<file path="src/rtl/nibble_gather_sched.sv">
// rtl/nibble_gather_sched.sv - word-to-byte nibble gather sequencer; optional in_mask via NIBBLE_GATHER_SCHED_MASK_EN
module nibble_gather_sched #(
  parameter int         NPAIRS                  = 3,
  parameter logic [4:0] CHOICES [2*NPAIRS-1:0]  = '{5'd8, 5'd4, 5'd3, 5'd2, 5'd1, 5'd0},
  localparam int        IDXW                    = (NPAIRS > 1) ? $clog2(NPAIRS) : 1
) (
  input  logic              clk,
  input  logic              rst_n,
`ifdef NIBBLE_GATHER_SCHED_MASK_EN
  input  logic [NPAIRS-1:0] in_mask,
`endif
  input  logic              in_valid,
  output logic              in_ready,
  input  logic [127:0]      in_data,
  output logic              out_valid,
  input  logic              out_ready,
  output logic [7:0]        out_data,
  output logic [IDXW-1:0]   out_idx,
  output logic              out_last
);

  // A zero-pair sequencer has nothing to emit; refuse to elaborate it.
  generate
    if (NPAIRS < 1) begin : g_bad_npairs
      $error("nibble_gather_sched: NPAIRS must be >= 1");
    end
  endgenerate

  typedef enum logic {IDLE, EMIT} state_t;

  state_t            state_q, state_d;
  logic [127:0]      word_q,  word_d;
  logic [IDXW-1:0]   idx_q,   idx_d;
  logic [NPAIRS-1:0] mask_q,  mask_d;

  // Pairs still eligible for the latched word, and for the word being offered.
  logic [NPAIRS-1:0] in_mask_c;

  logic              emit_c;
  logic              nxt_found_c;
  logic [IDXW-1:0]   nxt_idx_c;
  logic              first_found_c;
  logic [IDXW-1:0]   first_idx_c;
  logic              last_c;
  logic [7:0]        byte_c;
  logic              in_xfer_c;
  logic              out_xfer_c;

`ifdef NIBBLE_GATHER_SCHED_MASK_EN
  assign in_mask_c = in_mask;
`else
  // Without the mask feature every pair is always emitted.
  assign in_mask_c = '1;
`endif

  // Nibble k of a word sits at bit 4k; the lsb is a 7-bit quantity.
  function automatic logic [3:0] nib(input logic [127:0] w, input logic [4:0] k);
    logic [6:0] lsb;
    lsb = {k, 2'b00};
    return w[lsb +: 4];
  endfunction

  // Lowest eligible pair strictly above the current one; none found means current is last.
  always_comb begin
    nxt_found_c = 1'b0;
    nxt_idx_c   = '0;
    for (int p = NPAIRS - 1; p >= 0; p--) begin
      if (mask_q[p] && (IDXW'(p) > idx_q)) begin
        nxt_found_c = 1'b1;
        nxt_idx_c   = IDXW'(p);
      end
    end
  end

  // Lowest eligible pair of the word on in_data, used as the starting index.
  always_comb begin
    first_found_c = 1'b0;
    first_idx_c   = '0;
    for (int p = NPAIRS - 1; p >= 0; p--) begin
      if (in_mask_c[p]) begin
        first_found_c = 1'b1;
        first_idx_c   = IDXW'(p);
      end
    end
  end

  // Shared gather mux: one byte built from the latched word for the current pair.
  always_comb begin
    byte_c = 8'h00;
    for (int p = 0; p < NPAIRS; p++) begin
      if (idx_q == IDXW'(p)) begin
        byte_c = {nib(word_q, CHOICES[2*p+1]), nib(word_q, CHOICES[2*p])};
      end
    end
  end

  assign emit_c     = (state_q == EMIT);
  assign last_c     = !nxt_found_c;

  // Outputs are forced quiet outside EMIT so idle and reset both read as zero.
  assign out_valid  = emit_c;
  assign out_data   = emit_c ? byte_c : 8'h00;
  assign out_idx    = emit_c ? idx_q  : '0;
  assign out_last   = emit_c & last_c;

  // Accept while idle, or on the edge the final byte leaves, so words run back-to-back.
  assign in_ready   = !emit_c | (last_c & out_ready);
  assign in_xfer_c  = in_valid & in_ready;
  assign out_xfer_c = out_valid & out_ready;

  // Next-state: latch on accept, walk eligible pairs on each byte taken.
  always_comb begin
    state_d = state_q;
    word_d  = word_q;
    idx_d   = idx_q;
    mask_d  = mask_q;
    unique case (state_q)
      IDLE: begin
        if (in_xfer_c) begin
          word_d  = in_data;
          mask_d  = in_mask_c;
          idx_d   = first_idx_c;
          // An all-zero mask consumes the word without emitting anything.
          state_d = first_found_c ? EMIT : IDLE;
        end
      end
      EMIT: begin
        if (out_xfer_c) begin
          if (!last_c) begin
            idx_d = nxt_idx_c;
          end else if (in_xfer_c) begin
            word_d  = in_data;
            mask_d  = in_mask_c;
            idx_d   = first_idx_c;
            state_d = first_found_c ? EMIT : IDLE;
          end else begin
            state_d = IDLE;
          end
        end
      end
      default: state_d = IDLE;
    endcase
  end

  // State register; reset discards any word in flight.
  always_ff @(posedge clk or negedge rst_n) begin
    if (!rst_n) begin
      state_q <= IDLE;
      word_q  <= '0;
      idx_q   <= '0;
      mask_q  <= '0;
    end else begin
      state_q <= state_d;
      word_q  <= word_d;
      idx_q   <= idx_d;
      mask_q  <= mask_d;
    end
  end

endmodule

</file>
<file path="config.mk">
export PLATFORM = sky130hd
export DESIGN_NAME = nibble_gather_sched
export DESIGN_NICKNAME = d
export VERILOG_FILES = /design/src/rtl/nibble_gather_sched.sv
export SDC_FILE = /design/constraint.sdc
export NUM_CORES = 1
export LEC_CHECK = 0
export CORE_AREA = 2 2 74 76
export DETAILED_ROUTE_END_ITERATION = 8
export DIE_AREA = 0 0 76 78
export PLACE_DENSITY = 0.8
export SLEW_MARGIN = 20
export SYNTH_ARGS = -nofsm -noshare
export SYNTH_HDL_FRONTEND = slang
export SYNTH_SLANG_ARGS = --single-unit
</file>
<file path="constraint.sdc">
create_clock -name clk -period 1.8 [get_ports clk]
set_input_delay 0.36 -clock clk [delete_from_list [all_inputs] [get_ports clk]]
set_output_delay 0.36 -clock clk [all_outputs]
set_load 0.02 [all_outputs]
</file>
==> summary.md <==
### Critical path
* primary output — endpoint kind of the worst setup timing path
* 1.52 ns — arrival time at the worst endpoint
* 0.45 ns — delay of the slowest cell on the worst path
* buf_4 > mux2i_1 > or2_4 > a21boi_2 > buf_6 — list of cells traversed by the critical path
* 4 — worst-path fanout max
* register — type of origin of the critical path
* register to primary output — type of the worst setup path
* 1.44 ns — data required time at the worst endpoint
* sky130_fd_sc_hd__dfrtp_2 — cell with the biggest individual delay on the critical path

### Floorplan
* 0.289 — initial cell density of the core
* 5040 sq um — area inside the core boundary
* 76 microns — width of the die
* 78 microns — DIE HEIGHT
* 5930 sq um — die outline area
* 145 — I/O pin count
* 26 — # rows

### Logic synthesis
* 0 — Post-Synth XOR/XNOR Area
* 240 — net count after synthesis
* 0 — Warnings, synthesis
* 0 — number of enable flip-flop cells after synthesis
* sky130_fd_sc_hd__dfrtp_1 — dominant cell type by area after synthesis
* multiplexers — largest family of logic cells by synthesized area
* 28 — flip-flop and latch count after synthesis
* 0.0823 — fraction of the mapped netlist area in compound gates
* 0.103 — Simple-Gate Fraction of Synth Area
* sky130_fd_sc_hd__dfrtp_1, sky130_fd_sc_hd__mux2_4, sky130_fd_sc_hd__mux2i_1, sky130_fd_sc_hd__a21boi_0, sky130_fd_sc_hd__mux2_2 — top cells by area in the synthesized netlist
* 1460 sq um — Post-Synthesis Cell Area
* 0.480 — post-synthesis sequential area ratio
* 0.289 — portion of netlist area occupied by mux cells
* 21 — number of distinct library cells after synthesis
* sky130_fd_sc_hd__dfrtp_1 — Primary FF master, synth
* 1.00 — fraction of registers with async set/reset
* 108 — cell count after synthesis
* 0 — post-synthesis adder-cell area fraction
* 0.480 — share of the synthesized area in the top cell type
* 13.5 sq um — synthesized area per cell

### Timing
* 1.88 ns — final worst path period need
* 0.374 ns — slew of the pin with the lowest slew margin
* 0 — Max Slew Vio Count
* true — RSZ-0062 raised after global routing
* 1.05 — share of the cycle needed by the critical path after routing
* 0.751 — Worst slew margin
* 531 MHz — peak clock frequency supported by timing
* 0.00815 ns — clock tree skew after final layout
* 8 — final setup violating endpoints
* -0.0831 ns — worst setup margin
* 0 — total count of hold-check failures in the final report

### Routing
* 0 — DRC violation count after routing
* 0 — residual antenna-violating net count after detailed routing
* 1,043 — routed via count
* 4 — detailed-routing iteration count for the pre-antenna-repair pass
* 4.35 — average vias per placed instance
* 3410 microns — total wirelength of the detailed-routed design
* 14.2 microns — average wire length per cell after detail routing
* 19 — number of DRC violations after detailed-routing iteration 0

### Finish
* 2200 sq um — Layout Cell Area excl Fill
* 0 — ANT cells
* 0.435 — fraction of layout instances using a drive strength above 1
* 240 — filler-free cell count of the finished design
* 303 — Net count, final
* 50.9% — layout-stage area growth over the synthesis result

### Clock tree
* 0.10 ns — register clock-pin slew on the reported worst setup and hold paths
* 3 — CTS buffer count
* 28 — sinks on the clock net
* 1 — H-tree depth
* done — CTS tree
* sky130_fd_sc_hd__clkbuf_8 — clock root buffer
* 0.28 ns — clock insertion delay at the later pin of the skew report
* 2 — Max Root-Sink Buffers

### Placement
* 2060 sq um — post-placement cell area
* 0.708 — final RePlAce weighted congestion
* 40 — number of buffers added on ports
* 231 — instance count after placement with tap cells included
* 2510 microns — total half-perimeter wirelength after legalization and detailed placement

### Power and ir drop
* 0.986 nW — leakage component of the power
* 0.00100 V — highest ir drop seen on vdd
* 1740 nW/um^2 — power per unit of standard cell area

### Status
* finished, violations left — run status
* negative setup slack — violations in the final reports

### Global routing
* 0 — Congestion Overflow GR
* 5760 microns — wire length of the first global-routing pass
* 29 — maximum number of pins on one net before global-route repair
* 0 — number of antenna violations at the first check in global routing
* 0.123 — overall global routing resource usage
* 1,127 — via count of the first global-routing pass

### Run
* 0 — count of max-cap constraint violations

### Worst hold path
* input port to async pin — Hold/Removal Path Class

cells in the mapped netlist, types with 2 or more instances:
cell type / number
sky130_fd_sc_hd__or2_2: 2
sky130_fd_sc_hd__and2_1: 2
sky130_fd_sc_hd__mux2i_1: 8
sky130_fd_sc_hd__buf_12: 2
sky130_fd_sc_hd__mux2_4: 19
sky130_fd_sc_hd__a21o_1: 2
sky130_fd_sc_hd__nand2_1: 11
sky130_fd_sc_hd__mux2_2: 5
sky130_fd_sc_hd__clkbuf_1: 3
sky130_fd_sc_hd__a21boi_0: 8
sky130_fd_sc_hd__a32o_1: 2
sky130_fd_sc_hd__inv_1: 2
sky130_fd_sc_hd__or2_0: 7
sky130_fd_sc_hd__dfrtp_1: 28
where the power goes:
part,internal [W],switching [W]
clock network,0.000298,0.000204
registers,0.000937,0.000203
logic,0.00130,0.000885
total,0.00254,0.00129
worst paths after layout:
check                      slack, ns          end  depth (start not counted)      start
max                            -0.08  out_data[7]                          5   idx_q[0]
min                             0.46   word_q[18]                          2      rst_n
max reg2reg                     0.17   word_q[10]                          7   idx_q[1]
min reg2reg                     0.50    mask_q[1]                          1  mask_q[1]
max in group asynchronous       1.04     idx_q[0]                          2      rst_n
min in group clk                0.50    mask_q[1]                          1  mask_q[1]
through the flow:
step | worst slack [ns] | util | total power [W] | hold slack (ns) | setup TNS (ns)
2_1_floorplan | 0.0767 | - | 0.00233 | 0.0644 | 0
5_1_grt | -0.150 | 0.437 | 0.00407 | 0.495 | -1.07
3_5_place_dp | -0.325 | 0.408 | 0.00318 | 0.484 | -3.67
3_3_place_gp | -0.368 | 0.408 | 0.00312 | 0.483 | -3.43
4_1_cts | -0.103 | 0.423 | 0.00367 | 0.478 | -0.603
6_report | -0.0831 | 0.437 | 0.00383 | 0.459 | -0.426
sequential cells by signal, indices dropped and copies added (netlist names):
| name | flops |
|---|---|
| mask_q | 1 |
| word_q | 24 |
| idx_q | 2 |
| out_valid | 1 |
critical path: cells and delay by family (launching register included):
kind                   cells  cell delay [ns]
and+or+nand+nor            1             0.23
buffers and inverters      2             0.28
muxes                      1             0.11
DFF                        1             0.45
AOI/OAI and AO/OA          1             0.17
cell families (layout without fill, tap and decap cells):
group	after synthesis	count (layout)
flops	28	28
mux	32	32
simple gates	26	26
buf+inv	8	70
compound gates	14	14
timing repair:
item                       CTS  global route
setup endpoints to repair   13            11
setup buffers                3             2
hold buffers                 0             0
resized for setup           71            19
pin swaps                    0             2
final cells by class:
| cell class | count | area, sq um |
|---|---|---|
| Inverter | 2 | 7.51 |
| Sequential cell | 28 | 703 |
| Tap cell | 70 | 87.6 |
| Timing Repair Buffer | 64 | 616 |
| Clock buffer | 3 | 41.3 |
| Multi-Input combinational cell | 72 | 717 |
| Fill cell | 487 | 2840 |
| Clock inverter | 1 | 30.0 |
metal layers:
layer,global-route usage,up-vias,wire length (microns)
met1,0.180,508,1740
met2,0.189,33,1510
li1,-,498,-
met3,0.0140,4,123
met5,0,-,0
met4,0.0436,0,46
layout by cell type (no fill, tap or decap), drive strengths merged, types with 3 or more instances in the layout:
| cell type | Yosys | layout |
|---|---|---|
| mux2i | 8 | 8 |
| or2 | 9 | 9 |
| nand2 | 11 | 11 |
| dlygate4sd2 | 0 | 3 |
| dfrtp | 28 | 28 |
| mux2 | 24 | 24 |
| clkbuf | 3 | 3 |
| clkdlybuf4s50 | 0 | 27 |
| buf | 3 | 34 |
| a21boi | 8 | 8 |
(Power assumes the default switching activity.)
